==> src/rtl/tinh_gia_tri_pkg.sv <==
// Shared types and constants for the scientific-notation to fixed-point rebuilder.
package tinh_gia_tri_pkg;

    localparam int unsigned LEAD_W      = 4;
    localparam int unsigned FRAC_W      = 24;
    localparam int unsigned EXP_W       = 8;
    localparam int unsigned INT_W       = 24;
    localparam int unsigned ACC_W       = 27;
    localparam int unsigned DIGIT_W     = 4;
    localparam int unsigned FRAC_DIGITS = 7;
    localparam int unsigned MAX_EXP_POS = 6;
    localparam int unsigned MAX_EXP_NEG = 7;

    localparam logic [EXP_W-1:0]  CH_PLUS  = 8'h2B;
    localparam logic [EXP_W-1:0]  CH_MINUS = 8'h2D;
    localparam logic [LEAD_W-1:0] LEAD_MAX = 4'd9;
    localparam logic [FRAC_W-1:0] FRAC_MAX = 24'd9999999;
    localparam logic [ACC_W-1:0]  SCALE    = 27'd10000000;

    // k * 10^7 for k = 0..9; the comparators that extract the carry digit use it.
    localparam logic [ACC_W-1:0] K_TAB [10] = '{
        27'd0,        27'd10000000, 27'd20000000, 27'd30000000, 27'd40000000,
        27'd50000000, 27'd60000000, 27'd70000000, 27'd80000000, 27'd90000000
    };

    typedef enum logic [1:0] {
        IDLE  = 2'd0,
        LOAD  = 2'd1,
        SHIFT = 2'd2,
        DONE  = 2'd3
    } state_e;

    typedef struct packed {
        logic [LEAD_W-1:0] lead;
        logic [FRAC_W-1:0] frac;
        logic [EXP_W-1:0]  mu;
        logic [EXP_W-1:0]  sign;
    } req_t;

endpackage

==> src/rtl/tinh_gia_tri_if.sv <==
// Request/result bundle between the caller and the value rebuilder.
interface tinh_gia_tri_if;
    import tinh_gia_tri_pkg::*;

    logic              start;
    logic [LEAD_W-1:0] lead;
    logic [FRAC_W-1:0] frac_in;
    logic [EXP_W-1:0]  mu;
    logic [EXP_W-1:0]  mu1;
    logic [INT_W-1:0]  int_out;
    logic [FRAC_W-1:0] frac_out;
    logic              busy;
    logic              done;
    logic              err;

    modport master (
        output start, lead, frac_in, mu, mu1,
        input  int_out, frac_out, busy, done, err
    );

    modport slave (
        input  start, lead, frac_in, mu, mu1,
        output int_out, frac_out, busy, done, err
    );
endinterface

==> src/rtl/tinh_gia_tri_dec_digit_shift.sv <==
// One decimal digit step: x10 with carry digit into the integer ('+'), or truncating /10 ('-').
module dec_digit_shift
    import tinh_gia_tri_pkg::*;
(
    input  logic             plus_i,
    input  logic [INT_W-1:0] int_i,
    input  logic [ACC_W-1:0] acc_i,
    output logic [INT_W-1:0] int_o_c,
    output logic [ACC_W-1:0] acc_o_c
);

    logic [ACC_W-1:0]   p;
    logic [DIGIT_W-1:0] q;

    always_comb begin
        p       = ACC_W'(acc_i * ACC_W'(10));
        q       = '0;
        int_o_c = int_i;
        acc_o_c = acc_i;
        // Largest k with p >= k*10^7; table is monotonic so the last hit wins.
        for (int unsigned k = 1; k < 10; k++) begin
            if (p >= K_TAB[k]) q = DIGIT_W'(k);
        end
        if (plus_i) begin
            int_o_c = INT_W'(int_i * INT_W'(10)) + INT_W'(q);
            acc_o_c = p - K_TAB[q];
        end else begin
            acc_o_c = acc_i / ACC_W'(10);
        end
    end

endmodule

==> src/rtl/tinh_gia_tri.sv <==
// Rebuilds integer part and 7-digit fraction from lead.frac x 10^(+/-mu), one digit per clock.
module tinh_gia_tri
    import tinh_gia_tri_pkg::*;
(
    input  logic          clk,
    input  logic          rst_n,
    tinh_gia_tri_if.slave bus
);

    state_e            state_q, state_d;
    req_t              req_q, req_d;
    logic [INT_W-1:0]  int_q, int_d;
    logic [ACC_W-1:0]  acc_q, acc_d;
    logic [EXP_W-1:0]  cnt_q, cnt_d;
    logic [INT_W-1:0]  int_out_q, int_out_d;
    logic [FRAC_W-1:0] frac_out_q, frac_out_d;
    logic              err_q, err_d;
    logic              busy_q, busy_d;
    logic              done_q, done_d;

    logic              plus_c, minus_c, illegal_c;
    logic [INT_W-1:0]  step_int_c;
    logic [ACC_W-1:0]  step_acc_c;

    dec_digit_shift u_step (
        .plus_i  (plus_c),
        .int_i   (int_q),
        .acc_i   (acc_q),
        .int_o_c (step_int_c),
        .acc_o_c (step_acc_c)
    );

    always_comb begin
        plus_c    = (req_q.sign == CH_PLUS);
        minus_c   = (req_q.sign == CH_MINUS);
        illegal_c = (req_q.lead > LEAD_MAX) || (req_q.frac > FRAC_MAX) || !(plus_c || minus_c)
                  || (plus_c  && (req_q.mu > EXP_W'(MAX_EXP_POS)))
                  || (minus_c && (req_q.mu > EXP_W'(MAX_EXP_NEG)));
    end

    // Next state, datapath updates and result capture; results only change on entry to DONE.
    always_comb begin
        state_d    = state_q;
        req_d      = req_q;
        int_d      = int_q;
        acc_d      = acc_q;
        cnt_d      = cnt_q;
        int_out_d  = int_out_q;
        frac_out_d = frac_out_q;
        err_d      = err_q;

        case (state_q)
            IDLE: begin
                if (bus.start) begin
                    req_d   = '{lead: bus.lead, frac: bus.frac_in, mu: bus.mu, sign: bus.mu1};
                    state_d = LOAD;
                end
            end
            LOAD: begin
                if (illegal_c) begin
                    state_d    = DONE;
                    int_out_d  = '0;
                    frac_out_d = '0;
                    err_d      = 1'b1;
                end else if (req_q.mu == '0) begin
                    state_d    = DONE;
                    int_out_d  = INT_W'(req_q.lead);
                    frac_out_d = req_q.frac;
                    err_d      = 1'b0;
                end else begin
                    state_d = SHIFT;
                    cnt_d   = req_q.mu;
                    int_d   = INT_W'(req_q.lead);
                    acc_d   = plus_c ? ACC_W'(req_q.frac)
                                     : ACC_W'(req_q.lead) * SCALE + ACC_W'(req_q.frac);
                end
            end
            SHIFT: begin
                int_d = step_int_c;
                acc_d = step_acc_c;
                cnt_d = cnt_q - EXP_W'(1);
                if (cnt_q == EXP_W'(1)) begin
                    state_d    = DONE;
                    int_out_d  = plus_c ? step_int_c : '0;
                    frac_out_d = step_acc_c[FRAC_W-1:0];
                    err_d      = 1'b0;
                end
            end
            DONE:    state_d = IDLE;
            default: state_d = IDLE;
        endcase

        busy_d = (state_d != IDLE);
        done_d = (state_d == DONE);
    end

    always_ff @(posedge clk or negedge rst_n) begin
        if (!rst_n) begin
            state_q    <= IDLE;
            req_q      <= '0;
            int_q      <= '0;
            acc_q      <= '0;
            cnt_q      <= '0;
            int_out_q  <= '0;
            frac_out_q <= '0;
            err_q      <= 1'b0;
            busy_q     <= 1'b0;
            done_q     <= 1'b0;
        end else begin
            state_q    <= state_d;
            req_q      <= req_d;
            int_q      <= int_d;
            acc_q      <= acc_d;
            cnt_q      <= cnt_d;
            int_out_q  <= int_out_d;
            frac_out_q <= frac_out_d;
            err_q      <= err_d;
            busy_q     <= busy_d;
            done_q     <= done_d;
        end
    end

    assign bus.int_out  = int_out_q;
    assign bus.frac_out = frac_out_q;
    assign bus.err      = err_q;
    assign bus.busy     = busy_q;
    assign bus.done     = done_q;

endmodule

==> src/flat_wrapper.sv <==
// flat-port wrapper written by rule: the top's interface ports become plain ports
module tinh_gia_tri_flat import tinh_gia_tri_pkg::*;
  (clk, rst_n, bus_start, bus_lead, bus_frac_in, bus_mu, bus_mu1, bus_int_out, bus_frac_out, bus_busy, bus_done, bus_err);
  tinh_gia_tri_if bus_i ();
  input  logic clk;
  input  logic rst_n;
  input wire logic [$bits(bus_i.start)-1:0] bus_start;
  input wire logic [$bits(bus_i.lead)-1:0] bus_lead;
  input wire logic [$bits(bus_i.frac_in)-1:0] bus_frac_in;
  input wire logic [$bits(bus_i.mu)-1:0] bus_mu;
  input wire logic [$bits(bus_i.mu1)-1:0] bus_mu1;
  output wire logic [$bits(bus_i.int_out)-1:0] bus_int_out;
  output wire logic [$bits(bus_i.frac_out)-1:0] bus_frac_out;
  output wire logic [$bits(bus_i.busy)-1:0] bus_busy;
  output wire logic [$bits(bus_i.done)-1:0] bus_done;
  output wire logic [$bits(bus_i.err)-1:0] bus_err;
  assign bus_i.start = bus_start;
  assign bus_i.lead = bus_lead;
  assign bus_i.frac_in = bus_frac_in;
  assign bus_i.mu = bus_mu;
  assign bus_i.mu1 = bus_mu1;
  assign bus_int_out = bus_i.int_out;
  assign bus_frac_out = bus_i.frac_out;
  assign bus_busy = bus_i.busy;
  assign bus_done = bus_i.done;
  assign bus_err = bus_i.err;
  tinh_gia_tri u_core (.clk(clk), .rst_n(rst_n), .bus(bus_i));
endmodule
==> config.mk <==
export PLATFORM = sky130hd
export DESIGN_NAME = tinh_gia_tri_flat
export DESIGN_NICKNAME = d
export VERILOG_FILES = /design/src/rtl/tinh_gia_tri_pkg.sv /design/src/rtl/tinh_gia_tri_if.sv /design/src/rtl/tinh_gia_tri_dec_digit_shift.sv /design/src/rtl/tinh_gia_tri.sv /design/src/flat_wrapper.sv
export SDC_FILE = /design/constraint.sdc
export NUM_CORES = 1
export LEC_CHECK = 0
export ABC_AREA = 1
export CAP_MARGIN = 20
export CORE_MARGIN = 2
export CORE_UTILIZATION = 45
export CTS_CLUSTER_SIZE = 8
export DETAILED_ROUTE_END_ITERATION = 12
export PLACE_DENSITY = 0.72
export SLEW_MARGIN = 20
export SYNTH_ARGS = -nofsm -noshare
export SYNTH_HDL_FRONTEND = slang
export SYNTH_SLANG_ARGS = --single-unit
==> constraint.sdc <==
create_clock -name clk -period 9.24 [get_ports clk]
set_input_delay 1.848 -clock clk [delete_from_list [all_inputs] [get_ports clk]]
set_output_delay 1.848 -clock clk [all_outputs]
set_load 0.05 [all_outputs]
## Yosys cells after proc, flatten, opt, wreduce, memory -nomap -nowiden

Memories as Yosys holds them, arrays and structs flattened.
Cells that the tools add are included.

- Add/subtract/negate cells: 4
- Multipliers: 3
- Divide/modulo/power cells: 1
- Order comparisons: 14
- Equality and inequality tests: 11
- Multiplexer cells: 41
- Bitwise logic cells: 1
- Reductions and logical operators: 15

Operator list:

| cell | number |
|---|---|
| two-way mux 24 bit | 10 |
| two-way mux 27 bit | 6 |
| one-hot mux 24 bit (2 select lines) | 3 |
| greater-or-equal comparator 27 x 26 -> 1 bit, second input constant | 3 |
| greater-or-equal comparator 27 bit, second input constant | 3 |
| greater-or-equal comparator 27 x 25 -> 1 bit, second input constant | 2 |
| one-hot mux 27 bit (2 select lines) | 1 |
| two-way mux 4 bit | 8 |
| adder 27 x 24 -> 27 bit | 1 |
| divider 27 x 4 -> 27 bit, second input constant | 1 |
| greater-or-equal comparator 27 x 24 -> 1 bit, second input constant | 1 |
| multiplier 27 x 3 -> 26 bit, second input constant | 1 |
| subtractor 27 bit | 1 |
| adder 24 x 4 -> 24 bit | 1 |
| > comparator 24 bit, second input constant | 1 |
| multiplier 24 x 3 -> 23 bit, second input constant | 1 |
| multiplier 4 x 17 -> 20 bit, second input constant | 1 |
| equality test 8 x 6 -> 1 bit, second input constant | 2 |
| > comparator 8 x 3 -> 1 bit, second input constant | 2 |
| two-way mux 8 bit | 2 |
| one-hot mux 8 bit (2 select lines) | 1 |
| equality test 8 x 1 -> 1 bit, second input constant | 1 |
| zero test 8 bit | 1 |
| one-hot mux 2 bit (4 select lines) | 1 |
| 19 further kinds | 35 |

- Register bits after elaboration: 156
- Memory bits (read-only): 432
- Bits of input ports: 47
- Output and inout port bits: 51
- Word-level logic and storage cells: 104
- Memories: 1

Memories:

| memory | words | bits a word | rd ports | clocked after Yosys merged registers in | wr ports | line | text |
|---|---|---|---|---|---|---|---|
| (name not given) | 16 | 27 | 1 | 0 | 0 | tinh_gia_tri_dec_digit_shift.sv:26 | `acc_o_c = p - K_TAB[q];` |

## Logic depth before layout (Yosys ltp)

Gate-level depths: netlist of run 1.

- Depth in word-level cells: 19
- Depth in mapped cells: 107
- Depth with buffers taken out: 107

## Modules after synthesis

From an unflattened synthesis of run 1, not the netlist that was laid out.

- Cells, all modules: 2339
- Area total of the unflattened synthesis: 15955.3 um^2

Modules (own cells, without submodules):

| module | times used | cells an instance | area each (um^2) | seq. area each (um^2) |
|---|---|---|---|---|
| tinh_gia_tri | 1 | 1215 | 9253.9 | 3903.7 |
| dec_digit_shift | 1 | 1124 | 6701.4 | 0.0 |

## Worst setup path after synthesis of run 1

No wires, ideal clock.

- Kind: reg2reg
- From: reg u_core.acc_q[3]
- To: reg u_core.acc_q[26]
- Library setup time: 0.132 ns
- Arrival time: 8.160 ns
- Data required time: 9.108 ns
- Slack: 0.948 ns
- Cell stages (with the launch flop): 64
- Buffers on the path: 0
- Clock period less this slack: 8.292 ns
- Path through: dfrtp_1 -> ha_1 -> ha_1 -> fa_1 -> a21oi_1 -> o21bai_1 -> a21oi_1 -> o21ai_0 -> a21o_1 -> a21oi_1 -> o21ai_0 -> nand3_1 -> nand2_1 -> nand2_1 -> nand2_1 -> a21oi_1 -> o21ai_0 -> nand3_1 -> [28 not listed] -> inv_1 -> o21ai_0 -> nand2_1 -> nand2_1 -> inv_1 -> nor2_1 -> inv_1 -> a21oi_1 -> o21ai_0 -> a21oi_1 -> o21bai_1 -> nand2_1 -> nand2_1 -> a21oi_1 -> xnor2_1 -> xor2_1 -> a21oi_1 -> a21oi_1

- Longest elaborated chain between the ends: 18
- Elaborated cells between the ends (all ways): 27
- Classes of those cells: 1 x add/sub; 1 x mul; 1 x div; 9 x order compare; 13 x mux; 1 x bitwise; 1 x memory

Ends and longest elaborated chain:

| item | line | text |
|---|---|---|
| start: declaration | tinh_gia_tri.sv:13 | `logic [ACC_W-1:0] acc_q, acc_d;` |
| start signal: assignment | tinh_gia_tri.sv:102 | `acc_q <= '0;` |
| start signal: assignment | tinh_gia_tri.sv:113 | `acc_q <= acc_d;` |
| branches (longest 16 deep; another with divider 27 x 4 -> 27 bit) | -- |  |
| two-way mux 27 bit * | tinh_gia_tri_dec_digit_shift.sv:24 | `if (plus_i) begin` |
| one-hot mux 27 bit (2 select lines) * | tinh_gia_tri.sv:52 | `case (state_q)` |

Mark *: on every way between the ends. The select of a mux whose other input is x is not followed.
A chain may end at the register's enable or synchronous reset.

## Worst setup path after layout of run 1

- From: reg u_core.acc_q[24]
- To: reg u_core.acc_q[1]

The elaborated chain is that of the path after synthesis.

==> results of run 1 <==
worst max-delay path: cells and delay by family (launching register included):
kind / cells / cell delay [ns]
AO/OA/AOI/OAI: 10 / 1.46
buffers and inverters: 13 / 1.02
AND/OR/NAND/NOR: 64 / 5.63
flip-flops: 1 / 0.43
cell type report:
cell class	instances	area, µm²
sequential	156	3910
fill	3068	14700
timing repair buffer	147	1350
clock inverter	15	178
inverter	313	1180
tap	442	553
clock buffer	17	425
multi-input combinational	1533	10100
routing by layer:
layer | share of wire (%) | track usage [%] | wire, µm
met1 | 46 | 33.7 | 19300
met2 | 46 | 39.1 | 19400
met3 | 5.3 | 3.09 | 2220
met4 | 2.6 | 8.03 | 1080
met5 | 0 | 0 | 0
cells in the final DEF (no fill, tap or decap), types with 10 or more instances in the layout:
| cell | count |
|---|---|
| nand2_4 | 30 |
| nand4_1 | 23 |
| nand3_2 | 26 |
| o21ai_0 | 151 |
| a31oi_1 | 15 |
| a22oi_1 | 10 |
| o21ai_2 | 13 |
| inv_1 | 280 |
| nor3_1 | 26 |
| inv_2 | 26 |
| dfrtp_1 | 153 |
| a21oi_1 | 138 |
| o21bai_1 | 15 |
| o31ai_1 | 12 |
| o21ai_1 | 21 |
| xor2_1 | 64 |
| clkdlybuf4s50_1 | 96 |
| o211ai_1 | 28 |
| mux2_2 | 26 |
| nand2_2 | 74 |
| nor2_1 | 133 |
| ha_1 | 158 |
| a21oi_2 | 12 |
| clkbuf_16 | 17 |
| buf_4 | 49 |
| xnor2_1 | 24 |
| nand2_1 | 303 |
| nand3_1 | 120 |
state kept, by name (all words and copies together) (netlist names):
name / cells
u_core.int_q: 24
u_core.cnt_q: 8
u_core.bus.done: 1
u_core.bus.busy: 1
u_core.acc_q: 27
u_core.req_q: 44
u_core.bus.frac_out: 24
u_core.bus.err: 1
u_core.bus.int_out: 24
u_core.state_q: 2
through the flow:
| stage | hold slack [ns] | setup slack (ns) | cells | instance area, µm² |
|---|---|---|---|---|
| 4_1_cts | 0.488 | 0.167 | 2596 | 16900 |
| 3_3_place_gp | 0.468 | 0.475 | 2564 | 16300 |
| 2_1_floorplan | 0.452 | 0.948 | 2045 | 14800 |
| 3_5_place_dp | 0.470 | 0.215 | 2564 | 16300 |
| 6_report | 0.486 | 0.522 | 2623 | 17700 |
| 5_1_grt | 0.516 | -0.269 | 2623 | 17700 |
how the worst max path moves through the flow:
stage,start,cells past startpoint,to,slack [ns]
floorplan,u_core.acc_q[3],63,u_core.acc_q[26],0.95
global placement,u_core.acc_q[3],63,u_core.acc_q[26],0.48
detailed placement,u_core.acc_q[3],63,u_core.acc_q[26],0.22
CTS,u_core.acc_q[3],63,u_core.acc_q[26],0.17
global route,u_core.acc_q[24],98,u_core.acc_q[1],-0.27
finish,u_core.acc_q[24],87,u_core.acc_q[1],0.52
logic make-up after synthesis:
family	Yosys count
muxes	26
adders and majority gates	166
AOI/OAI and AO/OA	475
DFF	156
and+or+nand+nor	774
xor gates and xnor gates	92
buffers and inverters	356
what timing repair did:
action / CTS / global route
setup buffers: 0 / 27
resized for setup: 0 / 151
setup endpoints to repair: 0 / 17
==> flow_metrics.py, run 1 <==
metrics = {
    "synth": {
        "avgSynthCellArea_um2": 7.21,
        "syn_inst": 2045,
        "synth.distinct_cells": 57,
        "synth_top_cell_by_area": "dfrtp_1",
        "syn_nets": 2258,
        "synth_compound_area_share_pct": 18.8,
        "ys.flop_type": "dfrtp_1",
        "synth_fa_ha_area_share_pct": 14.4,
        "synth_common_cells": "343 x nand2_1, 285 x inv_1, 163 x o21ai_0",
        "synth_edf_count": 0,
        "synth.yosys.seq_area_share_pct": 26.5,
        "synthMuxAreaShare_pct": 1.98,
        "synth_seq_cells": 156,
        "synth_area_leaders": "dfrtp_1 26%, ha_1 13%, nand2_1 8.7%",
        "async_flop_share_pct": 100,
        "synth-simple-area-share_pct": 23.8,
        "synth_area_mm2": 0.0148,
        "synth_top_area_share_pct": 26.5,
        "synth_top_family_by_area": "simple AND/OR/NAND/NOR gates",
        "synth_xor_area_share_pct": 5.46,
        "yosys_warnings": 0,
        "yosysMostFrequentCell": "nand2_1",
    },
    "grt": {
        "track_usage_pct": 24.2,
        "gr-total-overflow": 0,
        "grt_pass1_vias": 13400,
        "grt_pass1_wl_um": 66500,
        "grt_max_degree": 98,
        "antenna_found_initial": 0,
    },
    "drt": {
        "wl_per_cell_um": 16.0,
        "drt_iter0_drc": 1079,
        "drc": 0,
        "via_count": 14300,
        "drtPass1Iterations": 5,
        "wirelength_um": 42000,
        "ant_nets": 0,
        "vias_per_cell": 5.44,
    },
    "min_path": {
        "worstHoldEndpoint": "u_core.bus.int_out[13]",
        "hp-start": "u_core.bus.int_out[13]",
        "hold_path.class": "flip-flop to flip-flop",
        "hold_depth": 2,
    },
    "final_layout": {
        "final_nets": 2381,
        "final_layout_size_suffix_gt1_share_pct": 15.4,
        "fin_util_pct": 54.6,
        "areaGrowthSynthToFinish_pct": 19.8,
        "antennaDiodeCount": 0,
    },
    "floorplan": {
        "fp-row-count": 66,
        "dieArea_mm2": 0.0342,
        "pin_count": 98,
        "start_util_pct": 45.6,
        "die_h_um": 185,
        "die_w_um": 185,
        "core_area_mm2": 0.0324,
    },
    "worst_setup_path": {
        "path_class": "flip-flop to flip-flop",
        "path_common_cell": "nand2_2",
        "cp.arrival_ns": 9.05,
        "cp.required_ns": 9.57,
        "rrSetupSlack_ns": 0.52,
        "reg2reg_from": "u_core.acc_q[24]",
        "startpoint_type": "flip-flop",
        "rr_endpoint": "u_core.acc_q[1]",
        "cp_max_fo": 6,
        "end_kind": "flip-flop",
        "cpMaxStageDelayCell": "dfrtp_1",
        "reg2regPathDepth": 87,
        "slowest_delay_ns": 0.43,
    },
    "flow_run": {
        "maxCapViolCount": 0,
    },
    "status": {
        "outcome": "finished, final reports clean",
    },
    "sta": {
        "skew_ns": 0.0101,
        "timing.fmax_mhz": 115,
        "drv_slew": 0,
        "tightest_slew_ns": 0.887,
        "post-route-period-util_pct": 94.4,
        "setup_tns_ns": 0,
        "setup_viol": 0,
        "hold_viol": 0,
        "max_slew_margin_pct": 40.8,
        "post-route-min-period_ns": 8.72,
    },
    "clocking": {
        "ctsHtreeMaxLevel": 4,
        "clk_pin_slew_ns": 0.07,
        "root_buffer": "clkbuf_16",
        "postCtsHoldBufs": 0,
        "cts_tree": "yes",
        "clock_path_buffers": 2,
        "cts-buffers-inserted": 17,
        "cts_sinks": 156,
        "clk_latency_ns": 0.45,
    },
    "place": {
        "port-buffer-count": 97,
        "dp_hpwl_um": 31500,
        "place.gp.congestion": 0.910,
    },
}
Power of run 1 is left out: the tool's default activity adds up to more than one toggle a clock period on the data nets, which glitch-free logic cannot reach.
==> run 2: changes to the inputs <==
--- a/config.mk
+++ b/config.mk
@@ -11,6 +11,7 @@
 export CORE_UTILIZATION = 45
 export CTS_CLUSTER_SIZE = 8
 export DETAILED_ROUTE_END_ITERATION = 12
+export MAX_ROUTING_LAYER = met4
 export PLACE_DENSITY = 0.72
 export SLEW_MARGIN = 20
 export SYNTH_ARGS = -nofsm -noshare
==> run 2 against run 1 <==
Effect of this change: setup slack worse by 0.095 ns; sequential share of layout area fell by 0.24 points; utilization rose by 0.60 points; hold slack worse by 0.0018 ns; fmax shrank 1.1%; cell count rose by 0.15%; wire length about the same; critical endpoint is now u_core.acc_q[0].
==> flow_metrics.py, run 2 (synthesis results as in run 1) <==
metrics = {
    "status": {
        "outcome": "finished, final reports clean",
    },
    "sta": {
        "post-route-min-period_ns": 8.81,
        "hold_viol": 0,
        "drv_slew": 0,
        "whs_ns": 0.484,
        "timing.fmax_mhz": 113,
        "max_slew_margin_pct": 35.8,
        "post-route-period-util_pct": 95.4,
        "setup_viol": 0,
        "skew_ns": 0.0109,
        "tightest_slew_ns": 0.963,
    },
    "grt": {
        "grt_max_degree": 106,
        "grt_pass1_vias": 13400,
        "gr-total-overflow": 0,
        "track_usage_pct": 25.0,
        "grt_pass1_wl_um": 66300,
        "antenna_found_initial": 0,
    },
    "flow_run": {
        "maxCapViolCount": 0,
    },
    "worst_setup_path": {
        "rr_endpoint": "u_core.acc_q[0]",
        "path_common_cell": "nand2_2",
        "path_class": "flip-flop to flip-flop",
        "slowest_delay_ns": 0.43,
        "startpoint_type": "flip-flop",
        "end_kind": "flip-flop",
        "rrSetupSlack_ns": 0.43,
        "cp.required_ns": 9.61,
        "cp_max_fo": 6,
        "reg2regPathDepth": 89,
        "cp.arrival_ns": 9.18,
        "reg2reg_from": "u_core.acc_q[24]",
        "cpMaxStageDelayCell": "dfrtp_1",
    },
    "min_path": {
        "hp-start": "u_core.bus.int_out[16]",
        "worstHoldEndpoint": "u_core.bus.int_out[16]",
        "hold_path.class": "flip-flop to flip-flop",
        "hold_depth": 2,
    },
    "final_layout": {
        "final_cell_area_mm2": 0.0179,
        "regMostFlops": "u_core.req_q",
        "final_layout_size_suffix_gt1_share_pct": 16.2,
        "largestRegisters": "u_core.req_q x44, u_core.acc_q x27",
        "largest_register_ffs": 44,
        "mostFrequentLayoutCell": "nand2_1",
        "layout_common_cells": "298 x nand2_1, 276 x inv_1, 158 x ha_1",
        "final_nets": 2385,
        "areaGrowthSynthToFinish_pct": 21.1,
        "antennaDiodeCount": 0,
    },
    "floorplan": {
        "die_w_um": 185,
        "pin_count": 98,
        "die_h_um": 185,
        "start_util_pct": 45.6,
        "fp-row-count": 66,
        "dieArea_mm2": 0.0342,
        "core_area_mm2": 0.0324,
    },
    "clocking": {
        "clk_pin_slew_ns": 0.07,
        "cts-buffers-inserted": 17,
        "clk_latency_ns": 0.44,
        "cts_tree": "yes",
        "root_buffer": "clkbuf_16",
        "cts_sinks": 156,
        "clock_path_buffers": 2,
        "postCtsHoldBufs": 0,
        "ctsHtreeMaxLevel": 4,
    },
    "drt": {
        "wl_per_cell_um": 16.0,
        "drtPass1Iterations": 5,
        "drc": 0,
        "wirelength_um": 42000,
        "vias_per_cell": 5.50,
        "via_count": 14500,
        "drt_iter0_drc": 923,
        "ant_nets": 0,
    },
    "place": {
        "port-buffer-count": 97,
        "place.gp.congestion": 0.915,
        "dp_hpwl_um": 31400,
        "place_area_mm2": 0.0163,
    },
}
-- run 2: critical path, delay by kind of cell, from the launching register on --
kind | cells | cell delay (ns)
and+or+nand+nor | 72 | 6.27
AOI/OAI and AO/OA | 8 | 1.38
buffers and inverters | 9 | 0.58
DFF | 1 | 0.43
-- run 2: how the worst max path moves through the flow --
stage,slack [ns],start,cells past startpoint,end
4_1_cts,0.1,u_core.acc_q[3],63,u_core.acc_q[26]
5_1_grt,-0.24,u_core.acc_q[24],92,u_core.acc_q[1]
2_1_floorplan,0.95,u_core.acc_q[3],63,u_core.acc_q[26]
3_5_place_dp,0.17,u_core.acc_q[3],63,u_core.acc_q[26]
3_3_place_gp,0.44,u_core.acc_q[3],63,u_core.acc_q[26]
6_report,0.43,u_core.acc_q[24],89,u_core.acc_q[0]
-- run 2: cell type report --
type / count / area, µm²
timing repair buffer: 151 / 1380
multi-input combinational: 1533 / 10200
inverter: 313 / 1190
clock buffer: 17 / 425
clock inverter: 15 / 178
tap: 442 / 553
sequential: 156 / 3910
fill: 2998 / 14500
-- run 2: metal layers --
metal	GRT usage, %	vias up	part of all wire, %
li1	-	7157	-
met1	33.6	6795	46
met2	39.3	427	47
met3	2.62	80	4.7
met4	8.44	0	2.9
met5	-	-	0
-- run 2: timing repair --
| action | CTS | global route |
|---|---|---|
| buffers inserted | 0 | 31 |
| endpoints found under the setup margin | 0 | 19 |
| resized for setup | 0 | 185 |
-- run 2: per-stage QoR --
stage	instances	TNS [ns]	utilization, %	setup WS (ns)
2_1_floorplan	2045	0	-	0.948
5_1_grt	2627	-0.707	55.2	-0.237
3_5_place_dp	2564	0	50.3	0.173
4_1_cts	2596	0	52.2	0.0988
3_3_place_gp	2564	0	50.3	0.442
6_report	2627	0	55.2	0.427
Power of run 2 is left out for the same reason.
==> run 3: changes to the inputs <==
--- a/config.mk
+++ b/config.mk
@@ -17,3 +17,4 @@
 export SYNTH_ARGS = -nofsm -noshare
 export SYNTH_HDL_FRONTEND = slang
 export SYNTH_SLANG_ARGS = --single-unit
+export TNS_END_PERCENT = 1
==> run 3 against run 2 <==
Effect of this change: via count about the same; global-route usage unchanged; critical path depth unchanged; cell count about the same; critical path type unchanged; largest cell class unchanged.
==> flow_metrics.py, run 3 (synthesis results as in run 1) <==
metrics = {
    "status": {
        "outcome": "finished, final reports clean",
    },
    "drt": {
        "drt_iter0_drc": 1006,
        "wirelength_um": 41900,
        "via_count": 14500,
        "vias_per_cell": 5.51,
        "top_layer": "met4",
        "wl_met3_um": 2180,
        "drc": 0,
        "ant_nets": 0,
        "dr_wl_met2_um": 19500,
        "drtPass1Iterations": 5,
        "wl_per_cell_um": 16.0,
        "wl_met1_um": 18900,
    },
    "floorplan": {
        "pin_count": 98,
        "dieArea_mm2": 0.0342,
        "die_h_um": 185,
        "core_area_mm2": 0.0324,
        "start_util_pct": 45.6,
        "die_w_um": 185,
        "fp-row-count": 66,
    },
    "clocking": {
        "cts_tree": "yes",
        "clk_pin_slew_ns": 0.07,
        "clk_latency_ns": 0.44,
        "cts-buffers-inserted": 17,
        "cts_sinks": 156,
        "clock_path_buffers": 2,
        "root_buffer": "clkbuf_16",
        "ctsHtreeMaxLevel": 4,
    },
    "final_layout": {
        "final_layout_size_suffix_gt1_share_pct": 16.2,
        "antennaDiodeCount": 0,
        "final_cell_area_mm2": 0.0178,
        "areaGrowthSynthToFinish_pct": 21.0,
        "largest_register_ffs": 44,
        "mostFrequentLayoutCell": "nand2_1",
        "final_nets": 2383,
        "largestRegisters": "u_core.req_q x44, u_core.acc_q x27",
        "layout_common_cells": "298 x nand2_1, 276 x inv_1, 158 x ha_1",
        "regMostFlops": "u_core.req_q",
    },
    "worst_setup_path": {
        "path_class": "flip-flop to flip-flop",
        "cp_max_fo": 6,
        "cp.required_ns": 9.61,
        "slowest_delay_ns": 0.43,
        "startpoint_type": "flip-flop",
        "cp.arrival_ns": 9.17,
        "end_kind": "flip-flop",
        "path_common_cell": "nand2_2",
        "cpMaxStageDelayCell": "dfrtp_1",
    },
    "grt": {
        "gr-total-overflow": 0,
        "grt_pass1_vias": 13400,
        "track_usage_pct": 25.0,
        "grt_max_degree": 106,
        "grt_pass1_wl_um": 66300,
        "antenna_found_initial": 0,
    },
    "place": {
        "place_area_mm2": 0.0163,
        "port-buffer-count": 97,
        "place.gp.congestion": 0.915,
        "dp_hpwl_um": 31400,
    },
    "sta": {
        "post-route-min-period_ns": 8.80,
        "setup_viol": 0,
        "tightest_slew_ns": 0.971,
        "drv_slew": 0,
        "hold_viol": 0,
        "rsz0062_at_grt": "true",
        "skew_ns": 0.00922,
        "max_slew_margin_pct": 35.3,
        "timing.fmax_mhz": 114,
        "post-route-period-util_pct": 95.2,
    },
    "flow_run": {
        "maxCapViolCount": 0,
    },
    "min_path": {
        "hold_path.class": "flip-flop to flip-flop",
    },
}
[run 3: per-stage QoR]
step	worst slack, ns	instances	hold slack (ns)	TNS [ns]	utilization (%)
CTS	0.0988	2596	0.485	0	52.2
global placement	0.442	2564	0.468	0	50.3
floorplan	0.948	2045	0.452	0	-
global route	-0.237	2625	0.510	-0.776	55.1
finish	0.442	2625	0.484	0	55.1
detailed placement	0.173	2564	0.468	0	50.3
[run 3: repair_timing]
action                                  CTS  global route
resized for setup                         0           185
setup buffers                             0            29
endpoints found under the setup margin    0            19
hold buffers                              0             0
[run 3: per-layer routing]
metal | vias to the layer above | GRT usage [%]
met1 | 6796 | 33.6
met2 | 440 | 39.3
met4 | 0 | 8.44
li1 | 7146 | -
met3 | 78 | 2.62
met5 | - | -
[run 3: layout make-up]
cell class              instances  area, µm²
inverters                     313       1190
fillers                      2998      14500
flip-flops and latches        156       3910
clock inverters                15        178
multi-input cells            1533      10200
clock buffers                  17        425
repair buffers                149       1360
well taps                     442        553
[run 3: worst paths after layout]
path / startpoint / end / slack [ns] / cells past startpoint
hold reg to reg: u_core.bus.int_out[16] / u_core.bus.int_out[16] / 0.48 / 2
max in group asynchronous: rst_n / u_core.acc_q[3] / 6.34 / 2
setup / recovery: u_core.acc_q[24] / u_core.acc_q[0] / 0.44 / 89
hold / removal: u_core.bus.int_out[16] / u_core.bus.int_out[16] / 0.48 / 2
min in group asynchronous: rst_n / u_core.bus.int_out[20] / 1.54 / 1
setup reg to reg: u_core.acc_q[24] / u_core.acc_q[0] / 0.44 / 89
[run 3: worst max-delay path, delay by kind of cell (launching register included)]
kind | cells | cell delay (ns)
simple gates | 72 | 6.28
compound gates | 8 | 1.38
buf+inv | 9 | 0.58
flops | 1 | 0.43
Power of run 3 is left out for the same reason.
